**config.mk**
```make
export PLATFORM = sky130hd
export DESIGN_NAME = seq_divider
export DESIGN_NICKNAME = d
export VERILOG_FILES = /design/src/rtl/seq_divider.sv
export SDC_FILE = /design/constraint.sdc
export NUM_CORES = 1
export LEC_CHECK = 0
export CAP_MARGIN = 10
export CORE_ASPECT_RATIO = 2
export CORE_MARGIN = 8
export CORE_UTILIZATION = 60
export CTS_CLUSTER_SIZE = 12
export DETAILED_ROUTE_END_ITERATION = 10
export PLACE_DENSITY = 0.95
export SETUP_SLACK_MARGIN = 0.05
export SYNTH_ARGS = -nofsm -noshare
export SYNTH_HDL_FRONTEND = slang
export SYNTH_SLANG_ARGS = --single-unit
```
**constraint.sdc**
```tcl
create_clock -name clk -period 8.39 [get_ports clk]
set_input_delay 1.2585 -clock clk [delete_from_list [all_inputs] [get_ports clk]]
set_output_delay 1.2585 -clock clk [all_outputs]
set_load 0.02 [all_outputs]
```
**src/rtl/seq_divider.sv**
```systemverilog
// seq_divider: multi-cycle signed restoring divider (quotient -> LO, remainder -> HI).
// Define DIVU_SUPPORT_EN to add the div_unsigned input, which selects unsigned division.
module seq_divider #(
    parameter int WIDTH = 32
) (
    input  logic             clk,
    input  logic             reset,
    input  logic             start,
`ifdef DIVU_SUPPORT_EN
    input  logic             div_unsigned,
`endif
    input  logic [WIDTH-1:0] dividend,
    input  logic [WIDTH-1:0] divisor,
    output logic [WIDTH-1:0] quotient,
    output logic [WIDTH-1:0] remainder,
    output logic             busy,
    output logic             done,
    output logic             div_zero
);

    typedef enum logic [2:0] {IDLE, SETUP, ITER, FIX, DONE} state_t;
    localparam int CW = $clog2(WIDTH + 1);

    state_t           state_q, state_d;
    logic [WIDTH-1:0] num_q, num_d, den_q, den_d;
    logic [WIDTH-1:0] quo_q, quo_d, rem_q, rem_d;
    logic [WIDTH:0]   part_q, part_d, shifted;
    logic [CW-1:0]    cnt_q, cnt_d;
    logic             qneg_q, qneg_d, rneg_q, rneg_d;
    logic             busy_q, busy_d, done_q, done_d, dz_q, dz_d;
    logic             ge;
    logic             uns_q;
`ifdef DIVU_SUPPORT_EN
    logic             uns_d;
`else
    assign uns_q = 1'b0;
`endif

    // Next-state logic: num_q doubles as the dividend magnitude and the shifting quotient.
    always_comb begin
        state_d = state_q;
        num_d   = num_q;
        den_d   = den_q;
        quo_d   = quo_q;
        rem_d   = rem_q;
        part_d  = part_q;
        cnt_d   = cnt_q;
        qneg_d  = qneg_q;
        rneg_d  = rneg_q;
`ifdef DIVU_SUPPORT_EN
        uns_d   = uns_q;
`endif
        shifted = {part_q[WIDTH-1:0], num_q[WIDTH-1]};
        ge      = shifted >= {1'b0, den_q};
        case (state_q)
            IDLE: if (start) begin
                state_d = SETUP;
                num_d   = dividend;
                den_d   = divisor;
`ifdef DIVU_SUPPORT_EN
                uns_d   = div_unsigned;
`endif
            end
            SETUP: if (den_q == '0) begin
                state_d = DONE;
            end else begin
                state_d = ITER;
                num_d   = (!uns_q && num_q[WIDTH-1]) ? -num_q : num_q;
                den_d   = (!uns_q && den_q[WIDTH-1]) ? -den_q : den_q;
                qneg_d  = !uns_q && (num_q[WIDTH-1] ^ den_q[WIDTH-1]);
                rneg_d  = !uns_q && num_q[WIDTH-1];
                part_d  = '0;
                cnt_d   = '0;
            end
            ITER: begin
                part_d = ge ? shifted - {1'b0, den_q} : shifted;
                num_d  = {num_q[WIDTH-2:0], ge};
                cnt_d  = cnt_q + 1'b1;
                if (cnt_q == CW'(WIDTH - 1)) state_d = FIX;
            end
            FIX: begin
                state_d = DONE;
                quo_d   = qneg_q ? -num_q : num_q;
                rem_d   = rneg_q ? -part_q[WIDTH-1:0] : part_q[WIDTH-1:0];
            end
            default: state_d = IDLE;
        endcase
        busy_d = state_d != IDLE;
        done_d = state_d == DONE;
        dz_d   = state_q == SETUP && den_q == '0;
    end

    // State and registered outputs; reset abandons any in-flight division.
    always_ff @(posedge clk or negedge reset) begin
        if (!reset) begin
            state_q <= IDLE;
            num_q   <= '0;
            den_q   <= '0;
            quo_q   <= '0;
            rem_q   <= '0;
            part_q  <= '0;
            cnt_q   <= '0;
            qneg_q  <= 1'b0;
            rneg_q  <= 1'b0;
            busy_q  <= 1'b0;
            done_q  <= 1'b0;
            dz_q    <= 1'b0;
        end else begin
            state_q <= state_d;
            num_q   <= num_d;
            den_q   <= den_d;
            quo_q   <= quo_d;
            rem_q   <= rem_d;
            part_q  <= part_d;
            cnt_q   <= cnt_d;
            qneg_q  <= qneg_d;
            rneg_q  <= rneg_d;
            busy_q  <= busy_d;
            done_q  <= done_d;
            dz_q    <= dz_d;
        end
    end

`ifdef DIVU_SUPPORT_EN
    // Signedness mode captured with the operands.
    always_ff @(posedge clk or negedge reset) begin
        if (!reset) uns_q <= 1'b0;
        else        uns_q <= uns_d;
    end
`endif

    assign quotient  = quo_q;
    assign remainder = rem_q;
    assign busy      = busy_q;
    assign done      = done_q;
    assign div_zero  = dz_q;

endmodule

```
=== Word level (Yosys, flattened, before mapping) ===
Cells that the tools add are included.

* Eq/ne operators: 9
* Reductions and logical operators: 13
* Add/sub/neg operators: 5
* $lt $le $gt $ge: 1
* Muxes and demuxes: 19
* Bitwise gates (word level): 2

{| class="wikitable"
|+ Operators with widths
! cell !! number
|-
| $mux 32 || 10
|-
| $pmux 32 s2 || 2
|-
| $neg 32->32 || 3
|-
| $pmux 32 s3 || 1
|-
| $ge 33x32->1 || 1
|-
| $logic_not 32->1 || 1
|-
| $sub 32x32->32 || 1
|-
| $pmux 3 s4 || 1
|-
| $pmux 6 s2 || 1
|-
| $mux 3 || 3
|-
| $ne 2x2->1 const B || 4
|-
| $reduce_and 4->1 || 2
|-
| $add 6x1->6 const B || 1
|-
| $eq 3x2->1 const B || 2
|-
| $eq 6x5->1 const B || 1
|-
| $mux 6 || 1
|-
| $reduce_and 3->1 || 2
|-
| $reduce_bool 3->1 || 2
|-
| $reduce_and 2->1 || 2
|-
| $reduce_bool 2->1 || 2
|-
| $eq 3x1->1 const B || 1
|-
| $eq 3x3->1 const B || 1
|-
| $logic_not 3->1 || 1
|-
| $logic_and 1x1->1 || 1
|-
| other kinds (2) || 2
|}

* Input bits: 67
* Output and inout port bits: 67
* Word-level logic and storage cells: 63
* Bits in registers: 174

=== Logic depth before layout (Yosys ltp) ===
Gate-level depths: netlist (run 1).

* Depth in word-level cells: 4
* Gate-level depth with buffers: 13
* Mapped depth without buffers: 12

=== Worst setup path before layout (run 1) ===
No wires, ideal clock.

* Kind: reg-to-reg
* Start: register num_q[14]
* End: register quo_q[31], in the netlist quotient[31]
* Required time: 8.307 ns
* Library setup time: 0.083 ns
* Arrival time: 3.092 ns
* Stages on the path, launching flop included: 12
* Slack: 5.216 ns
* Path buffers: 2
* Period minus slack after synthesis: 3.174 ns
* Cells stage by stage: dfrtp_1 > buf_6 > or4_4 > or4_4 > or4b_4 > or4_4 > buf_6 > nor2_1 > ha_1 > nand2_1 > o21ai_0 > o21ai_0

* Longest elaborated chain between the ends: 2

{| class="wikitable"
|+ RTL lines
! what !! RTL line !! source
|-
| from (decl) || 25 || <nowiki>logic [WIDTH-1:0] num_q, num_d, den_q, den_d;</nowiki>
|-
| from (signal assigned) || 110 || <nowiki>num_q <= num_d;</nowiki>
|-
| $neg 32->32 || 83 || <nowiki>quo_d = qneg_q ? -num_q : num_q;</nowiki>
|-
| $mux 32 || 83 ||
|-
| to (signal assigned) || 112 || <nowiki>quo_q <= quo_d;</nowiki>
|-
| to (decl) || 26 || <nowiki>logic [WIDTH-1:0] quo_q, quo_d, rem_q, rem_d;</nowiki>
|}

Every way passes these cells.
A chain may end at the register's enable or synchronous reset.

=== Worst setup path after layout (run 1) ===
* Start: register num_q[31]
* End: register part_q[0]

* Longest elaborated chain between the ends: 3
* Elaborated cells on any way between the ends: 4
* Those cells by class: add/sub: 1; order compare: 1; mux: 2

{| class="wikitable"
|+ RTL lines
! what !! RTL line !! source
|-
| $sub 32x32->32 / $ge 33x32->1 (equally long branches) || 76, 54 ||
|-
| $mux 32 * || 76 || <nowiki>part_d = ge ? shifted - {1'b0, den_q} : shifted;</nowiki>
|-
| $pmux 32 s2 * || 55 || <nowiki>case (state_q)</nowiki>
|-
| to (signal assigned) || 114 || <nowiki>part_q <= part_d;</nowiki>
|-
| to (decl) || 27 || <nowiki>logic [WIDTH:0] part_q, part_d, shifted;</nowiki>
|}

Every way passes the cells marked *; elsewhere a longest branch is shown, timed or not.

==> impl_results.md, run 1 <==
- Run status: complete, no violations
- CP startpoint kind: flip-flop
- Setup Viol. Count Final: 0
- Max_slew headroom: between 10% and 20%
- Pre-Repair DR Iteration Count: 8
- Syn Nets: between 1000 and 1500
- CP Class: flip-flop to flip-flop
- HPWL after DPL: about 24000 microns
- Crit end category: flip-flop
- Leak: 5.87 nW
- Part of the cycle the worst path needs: 45.9%
- Placed cell area: about 0.013 sq mm
- Grt total ovfl: 0
- Synth Area per Inst: roughly 8.4 sq um
- Max cap viols: 0
- Most common cell after layout, fill and taps aside: o21ai_0
- Beginning of the critical path: num_q[31]$_DFFE_PN0P_
- Cells after synthesis: 1340
- CTS sink cnt: about 170
- DRT iter0 DRCs: 941
- Antenna cell count: 0
- Placeable Area: ~0.018 sq mm
- Final #Nets: ~1500
- Ys Warns: 0
- Worst min-delay path category: flip-flop to flip-flop
- Crit path time final: about 3800 ps
- IO Pins: 134
- RSZ-0062 raised after global routing: no
- Clk_lat worst skew: 440 ps
- Min Hold Slack: ~480 ps
- Slew Viols, Final: 0
- Routed via count: roughly 11000
- Vias in the first global route: 10841
- Worst Path Arrival: between 4000 and 5000 ps
- Antenna violations before repair: 0
- Pwr Density: about 460 mW/mm^2
- Number of synthesized flops with an enable pin: 0
- Top_reg_cell synth: dfrtp_1
- CP endpoint: part_q[0]$_DFFE_PN0P_
- Sequential share of the synthesized area: between 30% and 40%
- CP Max Fanout: 21
- DP Worst Slack: around 4200 ps
- Final core occ: between 70% and 80%
- Worst slew pin tran: 1250 ps
- Post-route ant nets: 0
- Final hold vios: 0
- Most frequent cells in the layout: o21ai_0, nand2_1, dfrtp_1
- I/O Buffers: between 100 and 150
- Cell Area, Synth: around 0.011 sq mm
- Post-CTS Setup Bufs: 0
- Critical path required time: 8740 ps
- DRC: 0
- CTS tree: done
- Post-CTS Resized: 0
- Initial core utilization: 61.2%
- Worst-path clk slew: ~70 ps
- First-pass GRT wire length: ~55000 microns
- CTS Hold Bufs: 0
- Number of fill cells in the layout: 1333
- R2r setup slk: between 4000 and 5000 ps
- RR Endpoint: part_q[0]$_DFFE_PN0P_
- R2r startpoint: num_q[31]$_DFFE_PN0P_
- Peak supply drop: between 0.15 and 0.2 mV
- Die Height: around 210 microns
- GPL Wtd Cong: 1.01
- Root Driver: clkbuf_16
- Clk buf depth: 2
- Share of cells above drive strength 1: 4.86%
- Final Worst Setup Slack: approximately 4500 ps
- Setup TNS: 0 ps
- Final setup skew: roughly 10 ps
- R2r worst-path depth: 11
- Final wirelength: about 33000 microns
- Wire per inst: ~20 microns
- Fmax: around 260 MHz
- Unique masters post-synth: between 60 and 70
- Core Rows: 70
- Total CTS buffers: 17
- Die Span X: approximately 110 microns
- Gr usage total: 28.9%
- H-Tree Depth: 4
- Synthesis-stage register bit count: 174
- Ys async rst share: between 90% and 100%
- Die Area: about 0.024 sq mm
- Final instance area: around 0.013 sq mm
- Largest net degree at the start of global routing: 98
- Drt via density: between 6 and 7
- Area growth from synthesis to layout: 18.2%
==> final cells by class <==
type	instances	area, sq um	area share (%)
clock inverters	13	154	1.16
well taps	216	270	2.04
flip-flops and latches	174	4350	32.9
multi-input cells	1033	6350	48.0
clock buffers	19	453	3.42
repair buffers	146	1450	11.0
inverters	55	206	1.56
==> report_power, final <==
| part | internal (W) | switching, W |
|---|---|---|
| sequential | 0.00122 | 0.000500 |
| combinational | 0.00150 | 0.00209 |
| clock | 0.000461 | 0.000352 |
| total | 0.00318 | 0.00295 |
==> worst min-delay path by stage <==
stage                                   startpoint                        to  slack [ps]  cells after the start
after floorplan              den_q[29]$_DFFE_PN0P_     den_q[31]$_DFFE_PN0P_         450                      1
after global placement    quotient[18]$_DFFE_PN0N_  quotient[18]$_DFFE_PN0N_         460                      2
after detailed placement  quotient[23]$_DFFE_PN0N_  quotient[23]$_DFFE_PN0N_         470                      2
after CTS                 quotient[23]$_DFFE_PN0N_  quotient[23]$_DFFE_PN0N_         480                      2
after global routing       quotient[0]$_DFFE_PN0N_   quotient[0]$_DFFE_PN0N_         500                      2
final                     quotient[23]$_DFFE_PN0N_  quotient[23]$_DFFE_PN0N_         480                      2
==> per-stage QoR <==
stage | total power (W) | std cells
floorplan | 0.00412 | 1340
global placement | 0.00507 | 1623
detailed placement | 0.00521 | 1623
CTS | 0.00606 | 1655
global route | 0.00658 | 1656
finish | 0.00613 | 1656
==> worst max-delay path, stage by stage (launching register included) <==
cell,delay [ps]
dfrtp_1,530
inv_1,220
ha_1,250
nand2b_1,160
a21oi_1,340
o211ai_1,300
a31oi_1,280
o211ai_1,110
nand3b_1,590
buf_4,450
mux2_2,380
o22ai_1,140
==> cells in the mapped netlist, types with 12 or more instances <==
| cell | n | area (sq um) |
|---|---|---|
| xnor2_1 | 46 | 403 |
| nand3_1 | 16 | 80.1 |
| ha_1 | 37 | 463 |
| nand2b_1 | 12 | 75.1 |
| nand4_1 | 12 | 75.1 |
| or3_1 | 27 | 169 |
| a222oi_1 | 22 | 220 |
| xor2_1 | 59 | 517 |
| clkbuf_1 | 71 | 267 |
| dfrtp_1 | 174 | 4350 |
| inv_1 | 55 | 206 |
| a31oi_1 | 13 | 81.3 |
| nand2_1 | 202 | 758 |
| mux2i_1 | 26 | 260 |
| nor2_1 | 96 | 360 |
| a21oi_1 | 63 | 315 |
| nor3_1 | 25 | 125 |
| a21o_1 | 16 | 120 |
| o21ai_0 | 206 | 1030 |
==> state kept, by name, summed over array words and instances (netlist names) <==
signal,flops
busy,1
cnt_q,6
den_q,32
div_zero,1
done,1
num_q,32
part_q,32
qneg_q,1
quotient,32
remainder,32
rneg_q,1
state_q,3
==> logic make-up (layout without fill, tap and decap cells) <==
family                     count (synthesis)  after routing  synth area share (%)
AOI/OAI and AO/OA                        408            408                  22.5
xor gates and xnor gates                 105            105                  8.21
adders and majority gates                 38             38                  4.31
buffers and inverters                    133            233                  4.62
DFF                                      174            174                  38.9
muxes                                     28             28                  2.52
and+or+nand+nor                          454            454                  19.0
==> metal layers <==
| metal | vias up | wire length [microns] | GRT usage, % |
|---|---|---|---|
| li1 | 4950 | - | - |
| met1 | 5056 | 11500 | 29.3 |
| met2 | 477 | 18000 | 52.3 |
| met5 | - | 0 | 0 |
| met3 | 127 | 1800 | 4.59 |
| met4 | 0 | 2070 | 20.4 |
(Power assumes the default switching activity.)
==> inputs of run 2 (changes only) <==
--- a/config.mk
+++ b/config.mk
@@ -8,10 +8,10 @@
 export CAP_MARGIN = 10
 export CORE_ASPECT_RATIO = 2
 export CORE_MARGIN = 8
-export CORE_UTILIZATION = 60
+export CORE_UTILIZATION = 57
 export CTS_CLUSTER_SIZE = 12
 export DETAILED_ROUTE_END_ITERATION = 10
-export PLACE_DENSITY = 0.95
+export PLACE_DENSITY = 0.91
 export SETUP_SLACK_MARGIN = 0.05
 export SYNTH_ARGS = -nofsm -noshare
 export SYNTH_HDL_FRONTEND = slang
==> constraint.sdc (replaced) <==
create_clock -name clk -period 3.8 [get_ports clk]
set_input_delay 0.57 -clock clk [delete_from_list [all_inputs] [get_ports clk]]
set_output_delay 0.57 -clock clk [all_outputs]
set_load 0.02 [all_outputs]
==> run 2 against run 1 <==
  * Sequential power rose by 120%
  * Non-clock buffer count rose by 15
  * Via count rose by 1.6%
==> impl_results.md, run 2 (synthesis results as in run 1) <==
- R2r startpoint: num_q[14]$_DFFE_PN0P_ (was num_q[31]$_DFFE_PN0P_)
- Worst min-delay path category: primary input to asynchronous set/reset pin (was flip-flop to flip-flop)
- Worst slew pin tran: 1230 ps (was 1250 ps)
- Wire per inst: 19.9 microns (was 20.1 microns)
- Root Driver: clkbuf_16 (unchanged)
- WL met3: 1850 microns (was 1800 microns)
- Setup Viol. Count Final: 0 (unchanged)
- HPWL after DPL: 25200 microns (was 24100 microns)
- Most frequent cells in the layout: o21ai_0, nand2_1, dfrtp_1 (unchanged)
- GPL Wtd Cong: 0.960 (was 1.01)
- Leak: 5.92 nW (was 5.87 nW)
- Setup TNS: 0 ps (unchanged)
- RSZ-0062 raised after global routing: no (unchanged)
- Peak supply drop: 0.470 mV (was 0.199 mV)
- Vias in the first global route: 10860 (was 10841)
- Number of fill cells in the layout: 1584 (was 1333)
- CP Class: flip-flop to flip-flop (unchanged)
- H-Tree Depth: 4 (unchanged)
- First-pass GRT wire length: 55100 microns (was 54500 microns)
- Slew Viols, Final: 0 (unchanged)
- Die Area: 0.0247 sq mm (was 0.0236 sq mm)
- CTS Hold Bufs: 0 (unchanged)
- Clk buf depth: 2 (unchanged)
- Gr usage total: 28.2% (was 28.9%)
- Die Height: 214 microns (was 209 microns)
- Drt via density: 6.29 (was 6.41)
- Wire length on met1: 11900 microns (was 11500 microns)
- Share of cells above drive strength 1: 5.84% (was 4.86%)
- Final #Nets: 1547 (was 1532)
- Post-CTS Setup Bufs: 0 (unchanged)
- Antenna cell count: 0 (unchanged)
- DRC: 0 (unchanged)
- Part of the cycle the worst path needs: 92.3% (was 45.9%)
- DP Worst Slack: 433 ps (was 4250 ps)
- Final Worst Setup Slack: 291 ps (was 4540 ps)
- Crit path time final: 3510 ps (was 3850 ps)
- Routed wire length on met2: 18200 microns (was 18000 microns)
- Worst Path Arrival: 3880 ps (was 4200 ps)
- Run status: complete, no violations (unchanged)
- CP startpoint kind: flip-flop (unchanged)
- Total CTS buffers: 17 (unchanged)
- Top sig layer: met4 (unchanged)
- Final hold vios: 0 (unchanged)
- Max cap viols: 0 (unchanged)
- Pwr Density: 1020 mW/mm^2 (was 463 mW/mm^2)
- Final setup skew: 12.8 ps (was 10.3 ps)
- I/O Buffers: 133 (unchanged)
- Most common cell after layout, fill and taps aside: o21ai_0 (unchanged)
- R2r worst-path depth: 7 (was 11)
- Die Span X: 115 microns (was 113 microns)
- Critical path required time: 4170 ps (was 8740 ps)
- Core Rows: 72 (was 70)
- Grt total ovfl: 0 (unchanged)
- DRT iter0 DRCs: 878 (was 941)
- Pre-Repair DR Iteration Count: 6 (was 8)
- Routed via count: 10785 (was 10610)
- RR Endpoint: num_q[29]$_DFFE_PN0P_ (was part_q[0]$_DFFE_PN0P_)
- CTS tree: done (unchanged)
- Clk_lat worst skew: 440 ps (about the same)
- IO Pins: 134 (unchanged)
- Post-CTS Resized: 0 (unchanged)
- Worst-path clk slew: 80 ps (was 70 ps)
- Fmax: 285 MHz (was 260 MHz)
- Crit end category: flip-flop (unchanged)
- Initial core utilization: 58.1% (was 61.2%)
- Final wirelength: 34200 microns (was 33300 microns)
- Area growth from synthesis to layout: 19.5% (was 18.2%)
- CP Max Fanout: 10 (was 21)
- Post-route ant nets: 0 (unchanged)
- Max_slew headroom: 18.1% (was 16.5%)
- CTS sink cnt: 174 (unchanged)
- Largest net degree at the start of global routing: 84 (was 98)
- R2r setup slk: 290 ps (was 4540 ps)
- Placeable Area: 0.0193 sq mm (was 0.0183 sq mm)
- Antenna violations before repair: 0 (unchanged)
==> run 2: how the worst max path moves through the flow <==
| stage | startpoint | to | slack, ps |
|---|---|---|---|
| after global placement | num_q[14]$_DFFE_PN0P_ | quotient[31]$_DFFE_PN0N_ | 530 |
| after global routing | num_q[0]$_DFFE_PN0P_ | num_q[30]$_DFFE_PN0P_ | 200 |
| after floorplan | num_q[14]$_DFFE_PN0P_ | quotient[31]$_DFFE_PN0N_ | 630 |
| final | num_q[14]$_DFFE_PN0P_ | num_q[29]$_DFFE_PN0P_ | 290 |
| after CTS | num_q[0]$_DFFE_PN0P_ | quotient[30]$_DFFE_PN0N_ | 380 |
| after detailed placement | num_q[0]$_DFFE_PN0P_ | quotient[30]$_DFFE_PN0N_ | 430 |
==> run 2: metrics by stage <==
| stage | util (%) | power (W) | instance area, sq um | hold slack, ps | cells |
|---|---|---|---|---|---|
| finish | 69.4 | 0.0136 | 13400 | 168 | 1714 |
| global route | 69.4 | 0.0146 | 13400 | 221 | 1714 |
| CTS | 69.4 | 0.0135 | 13400 | 204 | 1714 |
| detailed placement | 66.4 | 0.0117 | 12800 | 469 | 1682 |
| global placement | 66.4 | 0.0114 | 12800 | 460 | 1682 |
| floorplan | - | 0.00910 | 11200 | 274 | 1340 |
==> run 2: routing by layer <==
layer,global-route usage (%),up-vias
li1,-,4986
met3,4.23,143
met5,0,-
met1,28.9,5181
met4,19.3,0
met2,50.6,475
==> run 2: worst max-delay path, cell delays in order (launching register included) <==
cell,delay (ps)
dfrtp_1,500
or4_4,550
or4_4,450
or4b_4,540
or4_4,560
nor4_1,580
o21ai_0,160
o21ai_1,100
==> run 2: power breakdown <==
group	leakage, nW	switching [W]	internal, W
Combinational	3.44	0.00473	0.00337
Clock	0.275	0.000808	0.000944
Sequential	2.20	0.00105	0.00269
Total	5.92	0.00658	0.00701
==> run 2: cell type report <==
type / instances / area (sq um) / area share, %
clock buffers: 18 / 439 / 3.28
well taps: 259 / 324 / 2.42
repair buffers: 161 / 1570 / 11.7
clock inverters: 14 / 144 / 1.07
flip-flops and latches: 174 / 4350 / 32.5
inverters: 55 / 206 / 1.54
multi-input cells: 1033 / 6350 / 47.4
==> inputs of run 3 (changes only) <==
--- a/config.mk
+++ b/config.mk
@@ -11,7 +11,7 @@
 export CORE_UTILIZATION = 57
 export CTS_CLUSTER_SIZE = 12
 export DETAILED_ROUTE_END_ITERATION = 10
-export PLACE_DENSITY = 0.91
+export PLACE_DENSITY = 0.81
 export SETUP_SLACK_MARGIN = 0.05
 export SYNTH_ARGS = -nofsm -noshare
 export SYNTH_HDL_FRONTEND = slang
==> run 3 against run 2 <==
  * Via count decreased by 3.6%
  * Count of clock-buffer cells in the layout grew 3
  * Hold slack worse by 43 ps
  * Non-clock buffer count shrank 2
  * Routed wire length fell by 4.5%
  * Fmax is 3.8% higher
  * Power down 1.1%
  * Final area hardly changed
  * Sequential power about the same
  * Combinational power shrank 2%
  * Critical path depth rose by 2
==> impl_results.md, run 3 (synthesis results as in run 1) <==
- Max_slew headroom: 16.7% (was 18.1%)
- Number of fill cells in the layout: 1604 (was 1584)
- Slew Viols, Final: 0 (unchanged)
- Area growth from synthesis to layout: 19.6% (was 19.5%)
- CTS sink cnt: 174 (unchanged)
- Pwr Density: 1000 mW/mm^2 (was 1020 mW/mm^2)
- Core Rows: 72 (unchanged)
- Total CTS buffers: 17 (unchanged)
- Setup Viol. Count Final: 0 (unchanged)
- Placeable Area: 0.0193 sq mm (unchanged)
- Post-CTS Resized: 0 (unchanged)
- HPWL after DPL: 24400 microns (was 25200 microns)
- CP startpoint kind: flip-flop (unchanged)
- Most common cell after layout, fill and taps aside: o21ai_0 (unchanged)
- Part of the cycle the worst path needs: 88.9% (was 92.3%)
- Worst slew pin tran: 1250 ps (was 1230 ps)
- Antenna violations before repair: 0 (unchanged)
- Clk_lat worst skew: 430 ps (was 440 ps)
- Crit path time final: 3380 ps (was 3510 ps)
- Final core occ: 69.5% (was 69.4%)
- Post-CTS Setup Bufs: 0 (unchanged)
- Die Span X: 115 microns (unchanged)
- CP Class: flip-flop to flip-flop (unchanged)
- Peak supply drop: 0.420 mV (was 0.470 mV)
- Most frequent cells in the layout: o21ai_0, nand2_1, dfrtp_1 (unchanged)
- Grt total ovfl: 0 (unchanged)
- Share of cells above drive strength 1: 5.64% (was 5.84%)
- Worst min-delay path category: primary input to asynchronous set/reset pin (unchanged)
- Critical path required time: 4150 ps (was 4170 ps)
- Pre-Repair DR Iteration Count: 7 (was 6)
- Routed via count: 10396 (was 10785)
- Run status: complete, no violations (unchanged)
- Leak: 5.92 nW (about the same)
- Final hold vios: 0 (unchanged)
- I/O Buffers: 133 (unchanged)
- Setup TNS: 0 ps (unchanged)
- IO Pins: 134 (unchanged)
- CP Max Fanout: 10 (unchanged)
- Clk buf depth: 2 (unchanged)
- Worst Path Arrival: 3730 ps (was 3880 ps)
- Die Height: 214 microns (unchanged)
- Post-route ant nets: 0 (unchanged)
- DRT iter0 DRCs: 804 (was 878)
- Wire per inst: 19.1 microns (was 19.9 microns)
- Fmax: 296 MHz (was 285 MHz)
- Die Area: 0.0247 sq mm (unchanged)
- Gr usage total: 27.0% (was 28.2%)
- Drt via density: 6.07 (was 6.29)
- RSZ-0062 raised after global routing: no (unchanged)
- Vias in the first global route: 10484 (was 10860)
- H-Tree Depth: 4 (unchanged)
- Final #Nets: 1545 (was 1547)
- Root Driver: clkbuf_16 (unchanged)
- GPL Wtd Cong: 1.02 (was 0.960)
- Antenna cell count: 0 (unchanged)
- Max cap viols: 0 (unchanged)
- Initial core utilization: 58.1% (unchanged)
- Final setup skew: 8.42 ps (was 12.8 ps)
- Worst-path clk slew: 70 ps (was 80 ps)
- DRC: 0 (unchanged)
- Largest net degree at the start of global routing: 70 (was 84)
- First-pass GRT wire length: 52400 microns (was 55100 microns)
- CTS Hold Bufs: 0 (unchanged)
- Crit end category: flip-flop (unchanged)
- Final wirelength: 32600 microns (was 34200 microns)
- CTS tree: done (unchanged)
## run 3: cell types whose count changed in the layout (fill, tap and decap cells not counted), moves of 2 or more
cell      before  now
inv_8          2    0
clkbuf_8       1    3
buf_4         26   24
clkinv_4       0    2
inv_6          7    3
## run 3: power breakdown
part	switching, W	internal [W]
registers	0.00103	0.00269
logic	0.00458	0.00335
clock network	0.000764	0.00103
## run 3: per-layer routing
metal	global-route usage, %	vias up	part of all wire (%)
met3	3.64	102	4.3
met4	17.3	0	5.9
met5	0	-	0
met1	27.3	4934	35
met2	49.6	358	55
li1	-	5002	-
## run 3: final timing paths
| kind | slack [ps] | startpoint | to | cells past startpoint |
|---|---|---|---|---|
| worst max-delay path | 420 | num_q[14]$_DFFE_PN0P_ | quotient[31]$_DFFE_PN0N_ | 9 |
| worst min-delay path | 120 | reset | quotient[24]$_DFFE_PN0N_ | 1 |
| worst max register to register | 420 | num_q[14]$_DFFE_PN0P_ | quotient[31]$_DFFE_PN0N_ | 9 |
| worst min register to register | 480 | remainder[22]$_DFFE_PN0N_ | remainder[22]$_DFFE_PN0N_ | 2 |
| max in group asynchronous | 2650 | reset | remainder[20]$_DFFE_PN0N_ | 2 |
| min in group clk | 480 | remainder[22]$_DFFE_PN0N_ | remainder[22]$_DFFE_PN0N_ | 2 |
## run 3: area by class of cell
cell class                      instances  area [sq um]  area share [%]
Inverter                               55           206            1.54
Clock inverter                         11           131           0.981
Sequential cell                       174          4350            32.5
Timing Repair Buffer                  159          1550            11.6
Tap cell                              259           324            2.42
Multi-Input combinational cell       1033          6350            47.4
Clock buffer                           21           470            3.51
## run 3: worst max-delay path: stages (launching register included)
cell and delay, ps:
dfrtp_1 490, or4_4 530, or4_4 450, or4b_4 540
or4_4 550, nor2_1 150, ha_1 240, nand2_1 70
o21ai_0 100, o21ai_0 180
## run 3: per-stage QoR
step | worst slack [ps] | hold WS, ps | area [sq um] | cells | total power (W)
final | 421 | 125 | 13400 | 1712 | 0.0134
after global routing | 245 | 169 | 13400 | 1712 | 0.0145
after CTS | 426 | 160 | 13400 | 1712 | 0.0134
after detailed placement | 463 | 469 | 12800 | 1680 | 0.0116
after global placement | 505 | 460 | 12800 | 1680 | 0.0114
after floorplan | 626 | 274 | 11200 | 1340 | 0.00910
